<file path="config.mk">
export PLATFORM = sky130hd
export DESIGN_NAME = binary_downcounter
export DESIGN_NICKNAME = d
export VERILOG_FILES = /design/src/rtl/binary_downcounter_pkg.sv /design/src/rtl/binary_downcounter.sv
export SDC_FILE = /design/constraint.sdc
export NUM_CORES = 1
export LEC_CHECK = 0
export CORE_UTILIZATION = 50
export CTS_CLUSTER_SIZE = 24
export DETAILED_ROUTE_END_ITERATION = 8
export HOLD_SLACK_MARGIN = 0.08
export MAX_ROUTING_LAYER = met4
export PLACE_DENSITY_LB_ADDON = 0.12
export SYNTH_ARGS = -nofsm -noshare
export SYNTH_HDL_FRONTEND = slang
export SYNTH_SLANG_ARGS = --single-unit
</file>
<file path="constraint.sdc">
create_clock -name clk -period 3.6 [get_ports clk]
set_clock_uncertainty 0.15 [all_clocks]
set_input_delay 0.36 -clock clk [delete_from_list [all_inputs] [get_ports clk]]
set_output_delay 0.36 -clock clk [all_outputs]
set_load 0.005 [all_outputs]
</file>
<file path="src/rtl/binary_downcounter_pkg.sv">
// Shared state encoding and default width for the binary down-counter.
package binary_downcounter_pkg;

  localparam int DEFAULT_N = 4;

  typedef enum logic {
    IDLE = 1'b0,
    RUN  = 1'b1
  } state_t;

endpackage

</file>
<file path="src/rtl/binary_downcounter.sv">
// Loadable N-bit down-counter with one-shot/periodic modes and a registered zero pulse.
// All outputs come straight from registers; priority per edge is stop > start > count > hold.
module binary_downcounter
  import binary_downcounter_pkg::*;
#(
  parameter int N = DEFAULT_N
) (
  input  logic         clk,
  input  logic         reset,
  input  logic         start,
  input  logic         stop,
  input  logic         en,
  input  logic [N-1:0] load_val,
  input  logic         auto_reload,
  output logic [N-1:0] count,
  output logic         zero_tick,
  output logic         busy
);

  state_t       state, state_nxt;
  logic [N-1:0] count_nxt;
  logic         zero_tick_nxt;
  logic [N-1:0] reload_reg, reload_nxt;
  logic         mode_reg, mode_nxt;

  always_ff @(posedge clk or negedge reset) begin
    if (!reset) begin
      state      <= IDLE;
      count      <= '0;
      zero_tick  <= 1'b0;
      reload_reg <= '0;
      mode_reg   <= 1'b0;
    end else begin
      state      <= state_nxt;
      count      <= count_nxt;
      zero_tick  <= zero_tick_nxt;
      reload_reg <= reload_nxt;
      mode_reg   <= mode_nxt;
    end
  end

  always_comb begin
    state_nxt     = state;
    count_nxt     = count;
    zero_tick_nxt = 1'b0;
    reload_nxt    = reload_reg;
    mode_nxt      = mode_reg;

    if (stop) begin
      state_nxt = IDLE;
      count_nxt = '0;
    end else if (start) begin
      state_nxt     = RUN;
      count_nxt     = load_val;
      reload_nxt    = load_val;
      mode_nxt      = auto_reload;
      zero_tick_nxt = (load_val == '0);
    end else if (state == RUN && en) begin
      if (count != '0) begin
        count_nxt     = count - N'(1);
        zero_tick_nxt = (count == N'(1));
      end else if (mode_reg) begin
        // A zero reload value keeps the tick asserted on every enabled cycle.
        count_nxt     = reload_reg;
        zero_tick_nxt = (reload_reg == '0);
      end else begin
        state_nxt = IDLE;
      end
    end
  end

  assign busy = (state == RUN);

endmodule
</file>
**After elaboration in Yosys (flattened, before gate mapping)**

Cells that the tools add are included.

- Flip-flop bits (word level): 11
- Input port bits: 10
- Output and inout port bits: 6
- Logic and storage cells: 34

- $add $sub $neg: 1
- Equal/unequal tests: 3
- Muxes and demuxes: 15
- Bitwise operators: 1
- Reductions and logical operators: 9

Operator list:

| kind | number |
|---|---|
| two-way mux 4 bit | 5 |
| two-way mux 1 bit | 10 |
| logical NOT 4 bit | 2 |
| nonzero test 4 bit | 2 |
| inequality test 3 bit, second input constant | 2 |
| equality test 4 x 1 -> 1 bit, second input constant | 1 |
| AND reduction 2 bit | 2 |
| subtractor 4 x 1 -> 4 bit, second input constant | 1 |
| AND reduction 3 bit | 1 |
| nonzero test 3 bit | 1 |
| logical AND 1 bit | 1 |
| NOT 1 bit | 1 |

**Longest topological paths before layout**

- Depth in word-level cells: 6
- Depth in mapped cells: 6

**Least setup slack after synthesis**

Ideal clock, no wire load.

- Kind: reg-to-reg
- From: reg count[0]
- To: reg count[0]
- Setup time: 0.124 ns
- Data arrival time: 1.382 ns
- Path slack: 1.944 ns
- Cell stages (with the launch flop): 7
- Path buffers: 0
- Clock period less this slack: 1.656 ns
- Cell sequence: dfrtp_1 inv_1 ha_1 nor4b_4 o21ai_2 a21oi_2 o21bai_1

- Word-level cells in the longest chain between the ends: 5

Ends and longest elaborated chain:

| item | line | source |
|---|---|---|
| start: declaration | binary_downcounter.sv:15 | `output logic [N-1:0] count,` |
| start signal: assignment | binary_downcounter.sv:35 | `count <= count_nxt;` |
| subtractor 4 x 1 -> 4 bit or nonzero test 4 bit (tied branches) | binary_downcounter.sv:60, binary_downcounter.sv:59 |  |
| two-way mux 4 bit | binary_downcounter.sv:59 | `if (count != '0) begin` |
| two-way mux 4 bit | binary_downcounter.sv:58 | `end else if (state == RUN && en) begin` |
| two-way mux 4 bit | binary_downcounter.sv:52 | `end else if (start) begin` |
| two-way mux 4 bit | binary_downcounter.sv:49 | `if (stop) begin` |

Several ways; a longest one is shown, not always the timed one. The select of a mux whose other input is x is not followed.
A chain may end at the register's enable or synchronous reset.

**Worst setup path in the final report**

- From: reg count[2]
- To: out count[2]

No word-level cell between the ends.

==> impl_metrics.csv <==
group,metric,value,unit
timing,period_needed,1.915,ns
grt,grtUsageTotal,0.2624,
cts,clk_path_buf_depth,2,
timing,tns,0,ns
final_layout,final_common_cell,"clkdlybuf4s50_1",
cts,cts_sinks,11,
grt,grt_pass1_vias,534,
cts,cts_tree,"yes",
routing,firstDrtPassIters,4,
flow_run,cap_violations,0,
final_layout,diodes,0,
routing,first_iter_violations,25,
cts,cts-resized-gates,0,
worst_setup_path,worst-setup-path-type,"flip-flop to output pin",
power,powerDensity,405.3,nW/µm²
cts,htree_levels,1,
synth,yosys.area.top_type_share,0.4029,
timing,finalHoldViolations,0,
cts,hold_buffers,0,
worst_setup_path,critPathTopFamily,"buffers and inverters",
cts,clk_pin_slew_worst_paths,0.08,ns
floorplan,die-height,38.97,µm
grt,grt_pass1_wl,2470,µm
synth,syn_area,683.2,µm²
grt,grt_max_degree,12,
timing,fin_crit_sh,0.5321,
routing,dr_total_vias,588,
final_layout,nets,102,
synth,yosysWarnings,0,
floorplan,core-area,1186,µm²
routing,final_antenna_net_count,0,
final_layout,multiInputGateArea,366.6,µm²
synth,netlist_instances,71,
worst_setup_path,path_buf_inv,1,
cts,cts-root-buf,"clkbuf_4",
worst_setup_path,crit_chain,"clkdlybuf4s50_1",
place,place_hpwl,1118,µm
synth,yosysSeqAreaShare,0.4029,
routing,wl_per_cell,14.72,µm
timing,slew-limit-headroom,0.6331,
timing,whs,0.2834,ns
worst_setup_path,cp_slowest_stage_delay,0.58,ns
worst_setup_path,cp_slowest_cell,"clkdlybuf4s50_1",
place,port_buffers,15,
floorplan,ios,16,
synth,syn-mean-instance-area,9.622,µm²
synth,synth.distinct_cells,31,
worst_setup_path,crit_required,3.09,ns
floorplan,die-area,1518,µm²
worst_setup_path,worstSetupEndpointType,"output pin",
timing,worst_pin_slew,0.5492,ns
worst_setup_path,critPathLaunchType,"flip-flop",
timing,setup_viol,0,
routing,drc_errors,0,
floorplan,num_rows,12,
worst_setup_path,cp.arrival,1.41,ns
floorplan,start_util,0.5759,
final_layout,area_delta_synth_final,25.64,%
synth,syn_nets,84,
synth,ys_top_cells_by_area,"dfrtp_1 (40%), ha_1 (5.5%), nand2_1 (4.4%)",
grt,grt-ovfl-total,0,
final_layout,ff_latch_area,275.3,µm²
hold_path,hp-class,"input port to asynchronous set/reset pin",
cts,cts_inserted_buffers,3,
routing,via_per_inst,5.765,
timing,final_max_slew_viol_count,0,
final_layout,most-common-layout-cells,"clkdlybuf4s50_1 (15), dfrtp_1 (11), nand2_1 (8), inv_1 (6), nor2_1 (5)",
cts,clk_latency,0.27,ns
place,place_congestion,0.8166,
outcome,status,"finished, final reports clean",
final_layout,drive_above_1_share,0.1364,
synth,ys_ff_latch,11,
timing,fmax,0.5221,GHz
grt,antenna_found_initial,0,
floorplan,die_x,38.97,µm
final_layout,fillerInstances,81,
power,p_leak,0.3621,nW
power,peakVddDrop,0.0003381,V
timing,rsz0062_at_grt,"no",
cts,postCtsSetupRepairBufs,0,
worst_setup_path,cp_max_fo,9,
synth,synth_top_area_cell,"dfrtp_1",
routing,wirelength,1501,µm
==> power breakdown <==
group | switching [mW] | internal, mW
Sequential | 0.0223 | 0.138
Combinational | 0.0457 | 0.0583
Clock | 0.0403 | 0.0428
Total | 0.108 | 0.240
==> stage by stage <==
step                      utilization  instances  instance area (µm²)  total power, mW  setup WS, ns
after floorplan                     -         71                683.2           0.2261         1.944
after global routing           0.7236        102                858.3           0.3716         1.608
after CTS                      0.7236        102                858.3           0.3526         1.680
after global placement         0.7015         98                832.0           0.2630         1.517
final                          0.7236        102                858.3           0.3479         1.685
after detailed placement       0.7015         98                832.0           0.2672         1.491
==> per-layer routing <==
layer  part of all wire  global-route usage  vias to the layer above
met4              0.012              0.1552                        0
met3              0.042             0.05202                        2
met1               0.46              0.3345                      279
li1                   -                   -                      286
met5                  0                   -                        -
met2               0.48              0.3833                       21
==> kinds of logic after synthesis <==
kind of cell,count (synthesis),share of synthesized area
mux,3,0.05494
buf+inv,8,0.06044
compound gates,21,0.2106
fa+ha+maj,3,0.05495
simple gates,25,0.2161
flops,11,0.4029
==> Yosys cell counts <==
| library cell | n |
|---|---|
| dfrtp_1 | 11 |
| nand2_1 | 8 |
| inv_1 | 6 |
| nor2_1 | 5 |
| o21ai_0 | 4 |
| a21oi_1 | 3 |
| a31oi_1 | 3 |
| ha_1 | 3 |
| a211oi_1 | 2 |
| mux2_2 | 2 |
| nand2b_1 | 2 |
| nor2b_1 | 2 |
| o211ai_1 | 2 |
| a21o_1 | 1 |
| a21oi_2 | 1 |
| buf_4 | 1 |
| buf_6 | 1 |
| mux2_4 | 1 |
| nand3_1 | 1 |
| nand4_1 | 1 |
| nor2_2 | 1 |
| nor3_1 | 1 |
| nor3b_2 | 1 |
| nor4_1 | 1 |
| nor4b_1 | 1 |
| nor4b_4 | 1 |
| o211ai_2 | 1 |
| o21ai_1 | 1 |
| o21ai_2 | 1 |
| o21ba_1 | 1 |
| o21bai_1 | 1 |
==> final timing paths <==
path / from / endpoint / slack, ns / cells past startpoint
hold reg to reg: reload_reg[1] / reload_reg[1] / 0.42 / 1
hold / removal: reset / count[0] / 0.28 / 1
setup / recovery: count[2] / count[2] / 1.68 / 1
max in group asynchronous: reset / zero_tick / 2.65 / 1
min in group clk: reload_reg[1] / reload_reg[1] / 0.42 / 1
setup reg to reg: count[0] / count[0] / 1.78 / 6
==> layout make-up <==
class,count,area share
Sequential cell,11,0.3207
Multi-Input combinational cell,52,0.4271
Inverter,6,0.02624
Clock buffer,4,0.03061
Timing Repair Buffer,15,0.1749
Tap cell,14,0.02041
No activity file was read; power rests on OpenSTA's default activity.
